--- src/rtl/sdram_frame_sched_if.sv ---
// Command/status bundle between the frame scheduler and its surroundings
// (FIFO level flags, frame-start pulses, SDRAM controller command port).
interface sdram_frame_sched_if #(
  parameter int ADDR_W = 22
);
  logic              wr_frame_start;
  logic              rd_frame_start;
  logic              wr_req;
  logic              rd_req;
  logic              cmd_ready;
  logic              burst_done;
  logic              cmd_valid;
  logic              cmd_wr;
  logic [ADDR_W-1:0] cmd_addr;
  logic              wr_bank;
  logic              rd_bank;
  logic              rd_frame_valid;
  logic              wr_active;
  logic              rd_active;

  modport master (
    input  wr_frame_start, rd_frame_start, wr_req, rd_req, cmd_ready, burst_done,
    output cmd_valid, cmd_wr, cmd_addr, wr_bank, rd_bank, rd_frame_valid,
           wr_active, rd_active
  );

  modport slave (
    output wr_frame_start, rd_frame_start, wr_req, rd_req, cmd_ready, burst_done,
    input  cmd_valid, cmd_wr, cmd_addr, wr_bank, rd_bank, rd_frame_valid,
           wr_active, rd_active
  );
endinterface

--- src/rtl/sdram_frame_sched.sv ---
// Arbitrates camera-write and VGA-read SDRAM bursts, one command outstanding,
// with ping-pong frame regions addressed as {bank, offset}.
module sdram_frame_sched #(
  parameter int ADDR_W       = 22,
  parameter int BURST        = 256,
  parameter int FRAME_WORDS  = 307200,
  parameter int FRAME_STRIDE = 524288
) (
  input  logic                clk,
  input  logic                rst,
  sdram_frame_sched_if.master bus
);

  localparam int                BANK_SH = $clog2(FRAME_STRIDE);
  localparam logic [ADDR_W-1:0] BURST_W = ADDR_W'(BURST);
  localparam logic [ADDR_W-1:0] FRAME_W = ADDR_W'(FRAME_WORDS);

  typedef enum logic [1:0] {S_IDLE, S_CMD, S_WAIT} state_t;

  state_t            state, state_n;
  logic              cmd_valid, cmd_valid_n;
  logic              cmd_wr, cmd_wr_n;
  logic [ADDR_W-1:0] cmd_addr, cmd_addr_n;
  logic              wr_bank, wr_bank_n;
  logic              rd_bank, rd_bank_n;
  logic              done_bank, done_bank_n;
  logic [ADDR_W-1:0] wr_off, wr_off_n;
  logic [ADDR_W-1:0] rd_off, rd_off_n;
  logic              wr_active, wr_active_n;
  logic              rd_active, rd_active_n;
  logic              rd_frame_valid, rd_frame_valid_n;
  logic              last_wr, last_wr_n;
  logic              wr_pend, wr_pend_n;
  logic              rd_pend, rd_pend_n;
  logic              wr_elig, rd_elig, pick_wr;
  logic [ADDR_W-1:0] wr_upd, rd_upd;

  function automatic logic [ADDR_W-1:0] frame_addr(input logic bank,
                                                   input logic [ADDR_W-1:0] off);
    return ({{(ADDR_W-1){1'b0}}, bank} << BANK_SH) | off;
  endfunction

  always_ff @(posedge clk or posedge rst) begin
    if (rst) begin
      state          <= S_IDLE;
      cmd_valid      <= 1'b0;
      cmd_wr         <= 1'b0;
      cmd_addr       <= '0;
      wr_bank        <= 1'b0;
      rd_bank        <= 1'b1;
      done_bank      <= 1'b1;
      wr_off         <= '0;
      rd_off         <= '0;
      wr_active      <= 1'b0;
      rd_active      <= 1'b0;
      rd_frame_valid <= 1'b0;
      last_wr        <= 1'b0;
      wr_pend        <= 1'b0;
      rd_pend        <= 1'b0;
    end else begin
      state          <= state_n;
      cmd_valid      <= cmd_valid_n;
      cmd_wr         <= cmd_wr_n;
      cmd_addr       <= cmd_addr_n;
      wr_bank        <= wr_bank_n;
      rd_bank        <= rd_bank_n;
      done_bank      <= done_bank_n;
      wr_off         <= wr_off_n;
      rd_off         <= rd_off_n;
      wr_active      <= wr_active_n;
      rd_active      <= rd_active_n;
      rd_frame_valid <= rd_frame_valid_n;
      last_wr        <= last_wr_n;
      wr_pend        <= wr_pend_n;
      rd_pend        <= rd_pend_n;
    end
  end

  always_comb begin
    state_n          = state;
    cmd_valid_n      = cmd_valid;
    cmd_wr_n         = cmd_wr;
    cmd_addr_n       = cmd_addr;
    wr_bank_n        = wr_bank;
    rd_bank_n        = rd_bank;
    done_bank_n      = done_bank;
    wr_off_n         = wr_off;
    rd_off_n         = rd_off;
    wr_active_n      = wr_active;
    rd_active_n      = rd_active;
    rd_frame_valid_n = rd_frame_valid;
    last_wr_n        = last_wr;
    wr_pend_n        = wr_pend | bus.wr_frame_start;
    rd_pend_n        = rd_pend | bus.rd_frame_start;
    wr_elig          = 1'b0;
    rd_elig          = 1'b0;
    pick_wr          = 1'b0;
    wr_upd           = wr_off + BURST_W;
    rd_upd           = rd_off + BURST_W;

    case (state)
      S_IDLE: begin
        // Starts are applied first so arbitration sees the fresh frame state.
        if (wr_pend) begin
          wr_off_n    = '0;
          wr_active_n = 1'b1;
          wr_pend_n   = bus.wr_frame_start;
        end
        if (rd_pend) begin
          rd_bank_n   = done_bank;
          rd_off_n    = '0;
          rd_active_n = 1'b1;
          rd_pend_n   = bus.rd_frame_start;
        end
        wr_elig = bus.wr_req & wr_active_n;
        rd_elig = bus.rd_req & rd_active_n;
        pick_wr = (wr_elig & rd_elig) ? ~last_wr : wr_elig;
        if (wr_elig | rd_elig) begin
          state_n     = S_CMD;
          cmd_valid_n = 1'b1;
          cmd_wr_n    = pick_wr;
          cmd_addr_n  = pick_wr ? frame_addr(wr_bank_n, wr_off_n)
                                : frame_addr(rd_bank_n, rd_off_n);
        end
      end
      S_CMD: begin
        if (bus.cmd_ready) begin
          cmd_valid_n = 1'b0;
          last_wr_n   = cmd_wr;
          state_n     = S_WAIT;
        end
      end
      S_WAIT: begin
        if (bus.burst_done) begin
          state_n = S_IDLE;
          if (last_wr) begin
            if (wr_upd == FRAME_W) begin
              done_bank_n      = wr_bank;
              wr_bank_n        = ~wr_bank;
              wr_off_n         = '0;
              wr_active_n      = 1'b0;
              rd_frame_valid_n = 1'b1;
            end else begin
              wr_off_n = wr_upd;
            end
          end else begin
            if (rd_upd == FRAME_W) begin
              rd_off_n    = '0;
              rd_active_n = 1'b0;
            end else begin
              rd_off_n = rd_upd;
            end
          end
        end
      end
      default: state_n = S_IDLE;
    endcase
  end

  assign bus.cmd_valid      = cmd_valid;
  assign bus.cmd_wr         = cmd_wr;
  assign bus.cmd_addr       = cmd_addr;
  assign bus.wr_bank        = wr_bank;
  assign bus.rd_bank        = rd_bank;
  assign bus.rd_frame_valid = rd_frame_valid;
  assign bus.wr_active      = wr_active;
  assign bus.rd_active      = rd_active;

endmodule

--- src/flat_wrapper.sv ---
// flat-port wrapper written by rule: the top's interface ports become plain ports
module sdram_frame_sched_flat 
#(
  parameter int ADDR_W       = 22,
  parameter int BURST        = 256,
  parameter int FRAME_WORDS  = 307200,
  parameter int FRAME_STRIDE = 524288
)
  (clk, rst, bus_wr_frame_start, bus_rd_frame_start, bus_wr_req, bus_rd_req, bus_cmd_ready, bus_burst_done, bus_cmd_valid, bus_cmd_wr, bus_cmd_addr, bus_wr_bank, bus_rd_bank, bus_rd_frame_valid, bus_wr_active, bus_rd_active);
  sdram_frame_sched_if #(.ADDR_W(ADDR_W)) bus_i ();
  input  logic clk;
  input  logic rst;
  input wire logic [$bits(bus_i.wr_frame_start)-1:0] bus_wr_frame_start;
  input wire logic [$bits(bus_i.rd_frame_start)-1:0] bus_rd_frame_start;
  input wire logic [$bits(bus_i.wr_req)-1:0] bus_wr_req;
  input wire logic [$bits(bus_i.rd_req)-1:0] bus_rd_req;
  input wire logic [$bits(bus_i.cmd_ready)-1:0] bus_cmd_ready;
  input wire logic [$bits(bus_i.burst_done)-1:0] bus_burst_done;
  output wire logic [$bits(bus_i.cmd_valid)-1:0] bus_cmd_valid;
  output wire logic [$bits(bus_i.cmd_wr)-1:0] bus_cmd_wr;
  output wire logic [$bits(bus_i.cmd_addr)-1:0] bus_cmd_addr;
  output wire logic [$bits(bus_i.wr_bank)-1:0] bus_wr_bank;
  output wire logic [$bits(bus_i.rd_bank)-1:0] bus_rd_bank;
  output wire logic [$bits(bus_i.rd_frame_valid)-1:0] bus_rd_frame_valid;
  output wire logic [$bits(bus_i.wr_active)-1:0] bus_wr_active;
  output wire logic [$bits(bus_i.rd_active)-1:0] bus_rd_active;
  assign bus_i.wr_frame_start = bus_wr_frame_start;
  assign bus_i.rd_frame_start = bus_rd_frame_start;
  assign bus_i.wr_req = bus_wr_req;
  assign bus_i.rd_req = bus_rd_req;
  assign bus_i.cmd_ready = bus_cmd_ready;
  assign bus_i.burst_done = bus_burst_done;
  assign bus_cmd_valid = bus_i.cmd_valid;
  assign bus_cmd_wr = bus_i.cmd_wr;
  assign bus_cmd_addr = bus_i.cmd_addr;
  assign bus_wr_bank = bus_i.wr_bank;
  assign bus_rd_bank = bus_i.rd_bank;
  assign bus_rd_frame_valid = bus_i.rd_frame_valid;
  assign bus_wr_active = bus_i.wr_active;
  assign bus_rd_active = bus_i.rd_active;
  sdram_frame_sched #(.ADDR_W(ADDR_W), .BURST(BURST), .FRAME_WORDS(FRAME_WORDS), .FRAME_STRIDE(FRAME_STRIDE)) u_core (.clk(clk), .rst(rst), .bus(bus_i));
endmodule
--- config.mk ---
export PLATFORM = sky130hd
export DESIGN_NAME = sdram_frame_sched_flat
export DESIGN_NICKNAME = d
export VERILOG_FILES = /design/src/rtl/sdram_frame_sched_if.sv /design/src/rtl/sdram_frame_sched.sv /design/src/flat_wrapper.sv
export SDC_FILE = /design/constraint.sdc
export NUM_CORES = 1
export LEC_CHECK = 0
export CAP_MARGIN = 15
export CORE_ASPECT_RATIO = 1.4
export CORE_UTILIZATION = 52
export DETAILED_ROUTE_END_ITERATION = 8
export PLACE_DENSITY_LB_ADDON = 0.1
export RECOVER_POWER = 25
export SLEW_MARGIN = 20
export SYNTH_ARGS = -nofsm -noshare
export SYNTH_HDL_FRONTEND = slang
export SYNTH_SLANG_ARGS = --single-unit
--- constraint.sdc ---
create_clock -name clk -period 2.5 [get_ports clk]
set_input_delay 0.625 -clock clk [delete_from_list [all_inputs] [get_ports clk]]
set_output_delay 0.625 -clock clk [all_outputs]
set_load 0.03 [all_outputs]
Word level (Yosys, flattened, before mapping)
Cells that the tools add are included.
Widths: inputs -> output; s select.
{ "word_totals": {"ff_bits": 79, "latchBits": 0, "ramBits": 0, "romBits": 0, "out_inout_bits": 29, "n_memories": 0} }
{ "op_classes": {"n_addsub": 2, "mul": 0, "div": 0, "magnitude_cmp": 0, "n_eq_ne": 11, "n_shift": 0, "mux": 39, "n_bitwise": 10, "reduce_logical": 12} }
{ "op_table": {"columns": ["operator", "count"], "rows": [
  ["$mux 22", 11],
  ["$pmux 22 s2", 2],
  ["$add 22x9->22 const B", 2],
  ["$eq 22x19->1 const B", 2],
  ["$or 20x22->22", 2],
  ["$mux 1", 19],
  ["$reduce_and 3->1", 4],
  ["$reduce_and 4->1", 3],
  ["$ne 2x1->1 const B", 4],
  ["$mux 2", 3],
  ["$ne 2x2->1 const B", 3],
  ["$pmux 1 s2", 3],
  ["$pmux 2 s3", 1],
  ["$reduce_and 2->1", 2],
  ["$reduce_bool 2->1", 2],
  ["$and 1x1->1", 3],
  ["$or 1x1->1", 3],
  ["$eq 2x1->1 const B", 1],
  ["$eq 2x2->1 const B", 1],
  ["$logic_not 2->1", 1],
  ["$not 1->1", 2]
]} }

Longest topological paths before layout
Gate-level depths: netlist (run 1).
{ "depth": {"depth_word": 6, "depth_mapped": 8, "depth_no_buf": 7} }

Least setup slack after synthesis (run 1)
OpenSTA, ideal clock, no wires.
{ "synth_timing": {"path_type": "register to register", "startpoint": "reg u_core.wr_off[8]", "endpoint": "reg u_core.wr_off[13]", "setup_ns": 0.126, "t_arrival_ns": 2.348, "t_required_ns": 2.374, "slack_ns": 0.026, "stages_incl_launch_ff": 9, "period_less_slack_ns": 2.474, "cell_sequence": "dfrtp_1 > ha_1 > buf_6 > nand4_1 > nor4_2 > mux2_2 > o21a_1 > or2_4 > a221o_1"} }
{ "synth_via": {"elab_chain_cells": 6} }
{ "synth_lines": {"columns": ["element", "line_no", "text"], "rows": [
  ["start: declaration", "sdram_frame_sched.sv:27", "logic [ADDR_W-1:0] wr_off, wr_off_n;"],
  ["start signal: assignment", "sdram_frame_sched.sv:68", "wr_off <= wr_off_n;"],
  ["$add 22x9->22 *", "sdram_frame_sched.sv:98", "wr_upd = wr_off + BURST_W;"],
  ["$eq 22x19->1", "sdram_frame_sched.sv:137", "if (wr_upd == FRAME_W) begin"],
  ["$mux 22 *", "sdram_frame_sched.sv:137", null],
  ["$mux 22 *", "sdram_frame_sched.sv:136", "if (last_wr) begin"],
  ["$mux 22 *", "sdram_frame_sched.sv:134", "if (bus.burst_done) begin"],
  ["$pmux 22 s2 *", "sdram_frame_sched.sv:101", "case (state)"]
]} }
Every way passes the cells marked *; elsewhere a longest branch is shown, timed or not. The select of a mux whose other input is x is not followed.
A chain may end at the register's enable or synchronous reset.

Final worst setup path (run 1)
Ends and elaborated chain as after synthesis.

==> impl_metrics.env, run 1 <==
export IMPL_status="finished, final reports clean"
export IMPL_clock_sinks=79
export IMPL_clkLatencyLatePin_ps=350
export IMPL_drcViolationCount=0
export IMPL_worstMarginPinSlew_ps=1110
export IMPL_num_antenna_cells=0
export IMPL_instances_no_fill=610
export IMPL_die_w_um=78.3
export IMPL_syn_nets=472
export IMPL_grt_usage=0.278
export IMPL_crit_path_end_kind="register"
export IMPL_start_kind="register"
export IMPL_coreArea_sq_um=7800
export IMPL_yosysWarnings=0
export IMPL_hp_class="reg2reg"
export IMPL_drt_initial_drc_count=284
export IMPL_drive_gt1_frac=0.153
export IMPL_cp_arrival_ps=2610
export IMPL_area_growth_pct=18.4
export IMPL_layout_common_cells="dfrtp_1 (77), nand2_1 (43), nor2_1 (41)"
export IMPL_yosys_area_share_xor_xnor=0.0145
export IMPL_root_buffer="clkbuf_8"
export IMPL_min_period_ps=2370
export IMPL_totalWireLength_um=10700
export IMPL_ys_async_sr_fraction=1.00
export IMPL_die_y_um=109
export IMPL_routedWlPerCell_um=17.6
export IMPL_synth_cell_area_sq_um=4230
export IMPL_ant_nets=0
export IMPL_grt_ovfl_total=0
export IMPL_dp_cells=595
export IMPL_critPathKind="reg2reg"
export IMPL_dp_hpwl_um=7720
export IMPL_peakVddDrop_uv=678
export IMPL_antenna_found_initial=0
export IMPL_synth_top_family_by_area="simple AND/OR/NAND/NOR gates"
export IMPL_highest_layer="met4"
export IMPL_vias=3684
export IMPL_finalSetupViolations=0
export IMPL_drtPass1Iterations=5
export IMPL_synth_edf_count=0
export IMPL_vias_per_cell=6.04
export IMPL_required_ps=2740
export IMPL_total_leakage_power_nw=2.03
export IMPL_cts_tree="built"
export IMPL_htree_num_levels=3
export IMPL_route_met2_wl_um=5360
export IMPL_mostFrequentLayoutCell="dfrtp_1"
export IMPL_slew_headroom=0.262
export IMPL_grt_pass1_wl_um=18000
export IMPL_yosys_area_share_simple=0.231
export IMPL_preCtsSetupSlack_ps=-75.4
export IMPL_post_dp_cell_area_sq_um=4840
export IMPL_clock_path_buffers=2
export IMPL_rows=38
export IMPL_cap_violations=0
export IMPL_synthFlopType="dfrtp_1"
export IMPL_fin_area_sq_um=5010
export IMPL_yosysSeqAreaShare=0.467
export IMPL_port_buffers=36
export IMPL_syn_avg_cell_area_sq_um=9.20
export IMPL_muxShareOfSynthArea=0.0151
export IMPL_cts_setup_buffers=0
export IMPL_globalplace_congestion=0.898
export IMPL_fin_util=0.643
export IMPL_setup_ws_ps=131
export IMPL_numCtsBuffers=9
export IMPL_num_io_pins=37
export IMPL_worst_path_max_fanout=7
export IMPL_m1WireLength_um=4660
export IMPL_hold_viol_final=0
export IMPL_min_period_over_period=0.948
export IMPL_rsz0062_at_grt="false"
export IMPL_fmax_mhz=422
export IMPL_synth_cells=460
export IMPL_synth_compound_area_frac=0.207
export IMPL_ctsHoldBuffers=0
export IMPL_wl_met3_um=392
export IMPL_path_clk_slew_ps=80
export IMPL_synth_cell_types=59
export IMPL_dieArea_sq_um=8510
export IMPL_initial_core_util=0.543
export IMPL_power_density_nw_per_um2=914
export IMPL_synth_fa_ha_area_frac=0.0118
export IMPL_grt_max_degree=80
export IMPL_synth_seq_cells=79
export IMPL_grt_pass1_vias=3523
export IMPL_fin_skew_ps=8.32
export IMPL_nets=518
export IMPL_slew_violations=0
## path summary, 6_finish.rpt
path,start,end,slack (ps),depth (start not counted)
max in group asynchronous,rst,u_core.wr_off[10]$_DFFE_PP0P_,640,3
min reg2reg,u_core.bus.rd_frame_valid$_DFFE_PP0P_,u_core.bus.rd_frame_valid$_DFFE_PP0P_,470,1
min in group asynchronous,rst,u_core.bus.cmd_addr[12]$_DFFE_PP0P_,1120,3
min,u_core.bus.rd_frame_valid$_DFFE_PP0P_,u_core.bus.rd_frame_valid$_DFFE_PP0P_,470,1
max reg2reg,u_core.wr_off[8]$_DFFE_PP0P_,u_core.wr_off[13]$_DFFE_PP0P_,130,7
max,u_core.wr_off[8]$_DFFE_PP0P_,u_core.wr_off[13]$_DFFE_PP0P_,130,7
## state kept, by name, indices dropped and copies added, names as in the netlist
name,count
u_core.bus.wr_active,1
u_core.rd_off,22
u_core.wr_off,22
u_core.bus.cmd_addr,22
u_core.bus.rd_active,1
u_core.bus.cmd_valid,1
u_core.wr_pend,1
u_core.done_bank,1
u_core.bus.rd_frame_valid,1
u_core.rd_pend,1
u_core.last_wr,1
u_core.state,2
u_core.bus.wr_bank,1
u_core.bus.rd_bank,1
u_core.bus.cmd_wr,1
## layer usage
layer,GRT usage,up-vias
met2,0.465,88
met1,0.353,1812
met4,0.132,0
met3,0.0435,24
met5,0,-
li1,-,1760
## where the power goes
part,switching (W),internal [W]
logic,0.00122,0.000725
clock network,0.000451,0.000449
registers,0.000204,0.00154
## critical path, cell delays in order (launching register included)
cell and delay (ps):
dfrtp_1 360, ha_2 260, nand4_1 200, nor4_2 250
mux2_2 370, o21a_1 240, or2_4 280, a221o_1 300
## area by class of cell
type / count / area [sq um]
fill: 698 / 2780
inverter: 12 / 48.8
multi-input combinational: 334 / 2050
clock inverter: 5 / 50.0
sequential: 79 / 1980
timing repair buffer: 70 / 637
tap: 100 / 125
clock buffer: 10 / 128
## stage by stage
| stage | setup TNS (ps) | total power, W | hold WS [ps] |
|---|---|---|---|
| global placement | -15.3 | 0.00367 | 455 |
| detailed placement | -714 | 0.00371 | 455 |
| floorplan | 0 | 0.00289 | 472 |
| finish | 0 | 0.00458 | 471 |
| CTS | 0 | 0.00463 | 475 |
| global route | 0 | 0.00486 | 488 |
## cell families after synthesis
kind of cell	Yosys count
AOI/OAI and AO/OA	134
muxes	6
adders and majority gates	4
and+or+nand+nor	183
DFF	79
xor gates and xnor gates	7
buffers and inverters	47
## synthesized netlist by cell type, types with 3 or more instances
cell,count,share of area
a21o_1,4,0.0071
a21oi_1,30,0.035
a22o_2,3,0.0071
a22oi_1,14,0.025
a31o_2,3,0.0062
a31oi_1,16,0.024
and3_1,4,0.0059
buf_2,5,0.0059
buf_6,5,0.013
clkbuf_1,22,0.020
dfrtp_1,77,0.46
ha_1,4,0.012
inv_1,12,0.011
mux2_2,3,0.0080
mux2i_1,3,0.0071
nand2_1,43,0.038
nand3_1,14,0.017
nand4_1,10,0.015
nor2_1,41,0.036
nor2b_1,10,0.015
nor3_1,14,0.017
nor3b_1,10,0.018
nor4_1,7,0.010
o211ai_1,4,0.0071
o21a_1,9,0.016
o21ai_0,30,0.035
o311ai_0,4,0.0083
o31ai_1,4,0.0071
or2_2,4,0.0059
or3_1,7,0.010
xnor2_1,4,0.0083
xor2_1,3,0.0062
## what timing repair did
action | in CTS | in global routing
endpoints found under the setup margin | 1 | 2
pin swaps | 0 | 2
resized for setup | 1 | 1
Power figures use the tool's default switching activity.
==> run 2, diff against run 1 <==
Settings changed: CORE_MARGIN set to 4.
==> run 2 against run 1 <==
Net effect:
- highest routed layer unchanged
- critical path type unchanged
- critical path depth is 1 lower
- sequential cell count is the same
- via count up 1.3%
- utilization is 0.20 points higher
- count of clock-buffer cells in the layout increased by 3
==> impl_metrics.env, run 2 (synthesis results as in run 1) <==
export IMPL_cap_violations=0
export IMPL_rows=38
export IMPL_dp_hpwl_um=7790
export IMPL_num_io_pins=37
export IMPL_status="finished, final reports clean"
export IMPL_reg_largest_list="u_core.bus.cmd_addr (22), u_core.rd_off (22), u_core.wr_off (22)"
export IMPL_globalplace_congestion=0.889
export IMPL_antenna_found_initial=0
export IMPL_dieArea_sq_um=9670
export IMPL_num_antenna_cells=0
export IMPL_drt_initial_drc_count=313
export IMPL_hp_class="reg2reg"
export IMPL_dp_cells=594
export IMPL_setup_ws_ps=89.4
export IMPL_drive_gt1_frac=0.155
export IMPL_ant_nets=0
export IMPL_htree_num_levels=3
export IMPL_root_buffer="clkbuf_8"
export IMPL_grt_max_degree=80
export IMPL_path_clk_slew_ps=80
export IMPL_critPathKind="reg2reg"
export IMPL_totalWireLength_um=11000
export IMPL_die_w_um=84.3
export IMPL_port_buffers=36
export IMPL_worst_path_max_fanout=9
export IMPL_grt_ovfl_total=0
export IMPL_layout_common_cells="dfrtp_1 (76), nand2_1 (43), nor2_1 (41)"
export IMPL_fin_skew_ps=13.0
export IMPL_finalPower_w=0.00476
export IMPL_power_density_nw_per_um2=941
export IMPL_p_clk_frac=0.232
export IMPL_mostFrequentLayoutCell="dfrtp_1"
export IMPL_fmax_mhz=415
export IMPL_hold_worst_slack_ps=470
export IMPL_instances_no_fill=610
export IMPL_clock_path_buffers=2
export IMPL_die_y_um=115
export IMPL_p_int_w=0.00289
export IMPL_total_leakage_power_nw=2.06
export IMPL_nFillCells=670
export IMPL_vias_per_cell=6.12
export IMPL_peakVddDrop_uv=676
export IMPL_coreArea_sq_um=7850
export IMPL_slew_headroom=0.284
export IMPL_worstMarginPinSlew_ps=1070
export IMPL_area_growth_pct=19.5
export IMPL_ctsHoldBuffers=0
export IMPL_routedWlPerCell_um=18.0
export IMPL_cp_arrival_ps=2640
export IMPL_slew_violations=0
export IMPL_cts_setup_buffers=0
export IMPL_hold_viol_final=0
export IMPL_required_ps=2730
export IMPL_numCtsBuffers=9
export IMPL_preCtsSetupSlack_ps=-2.36
export IMPL_cts_resized_gates=0
export IMPL_power_switching_w=0.00187
export IMPL_nets=517
export IMPL_vias=3732
export IMPL_min_period_over_period=0.964
export IMPL_crit_path_end_kind="register"
export IMPL_grt_pass1_wl_um=18500
export IMPL_drtPass1Iterations=5
export IMPL_finalSetupViolations=0
export IMPL_p_seq_frac=0.365
export IMPL_clock_sinks=79
export IMPL_comb_power_share=0.403
export IMPL_fin_util=0.645
export IMPL_start_kind="register"
export IMPL_drcViolationCount=0
export IMPL_cts_tree="built"
export IMPL_clkLatencyLatePin_ps=360
export IMPL_min_period_ps=2410
export IMPL_switching_share=0.393
export IMPL_initial_core_util=0.540
export IMPL_grt_pass1_vias=3601
export IMPL_grt_usage=0.243
==> run 2: final timing paths <==
kind                       cells past startpoint  slack, ps                                    end                             startpoint
max in group asynchronous                      3        610          u_core.wr_off[11]$_DFFE_PP0P_                                    rst
max                                            6         90          u_core.wr_off[13]$_DFFE_PP0P_          u_core.wr_off[12]$_DFFE_PP0P_
min                                            1        470  u_core.bus.rd_frame_valid$_DFFE_PP0P_  u_core.bus.rd_frame_valid$_DFFE_PP0P_
min in group asynchronous                      3       1130          u_core.rd_off[14]$_DFFE_PP0P_                                    rst
max reg2reg                                    6         90          u_core.wr_off[13]$_DFFE_PP0P_          u_core.wr_off[12]$_DFFE_PP0P_
min reg2reg                                    1        470  u_core.bus.rd_frame_valid$_DFFE_PP0P_  u_core.bus.rd_frame_valid$_DFFE_PP0P_
==> run 2: per-layer routing <==
| metal | GRT usage | vias to the layer above | routed length (um) |
|---|---|---|---|
| met4 | 0.117 | 0 | 371 |
| met5 | 0 | - | 0 |
| met1 | 0.313 | 1812 | 4650 |
| li1 | - | 1758 | - |
| met2 | 0.397 | 132 | 5460 |
| met3 | 0.0430 | 30 | 519 |
==> run 2: power by group through the flow <==
stage                     logic [W]  clock network [W]  registers, W
after floorplan            0.000795                  0       0.00209
after global placement      0.00191                  0       0.00176
after detailed placement    0.00193                  0       0.00176
after CTS                   0.00194            0.00112       0.00174
after global routing        0.00210            0.00117       0.00178
final                       0.00192            0.00110       0.00174
==> run 2: worst max-delay path: stages (launching register included) <==
cell and delay (ps):
dfrtp_1 540, nand4_1 270, nor4_4 320, mux2_2 360, o21a_1 220, or2_4 270, a221o_1 300
==> run 2: layout make-up <==
class	count	area, sq um	share of cell area
multi-input cells	334	2050	0.406
flip-flops and latches	79	1980	0.391
repair buffers	69	617	0.122
clock buffers	13	169	0.0334
well taps	100	125	0.0247
clock inverters	3	65.1	0.0129
inverters	12	48.8	0.00964
==> run 2: through the flow <==
stage / area [sq um] / setup TNS (ps)
finish: 5060 / 0
global route: 5060 / -30.2
CTS: 5060 / 0
detailed placement: 4820 / -5.08
global placement: 4820 / 0
floorplan: 4240 / 0
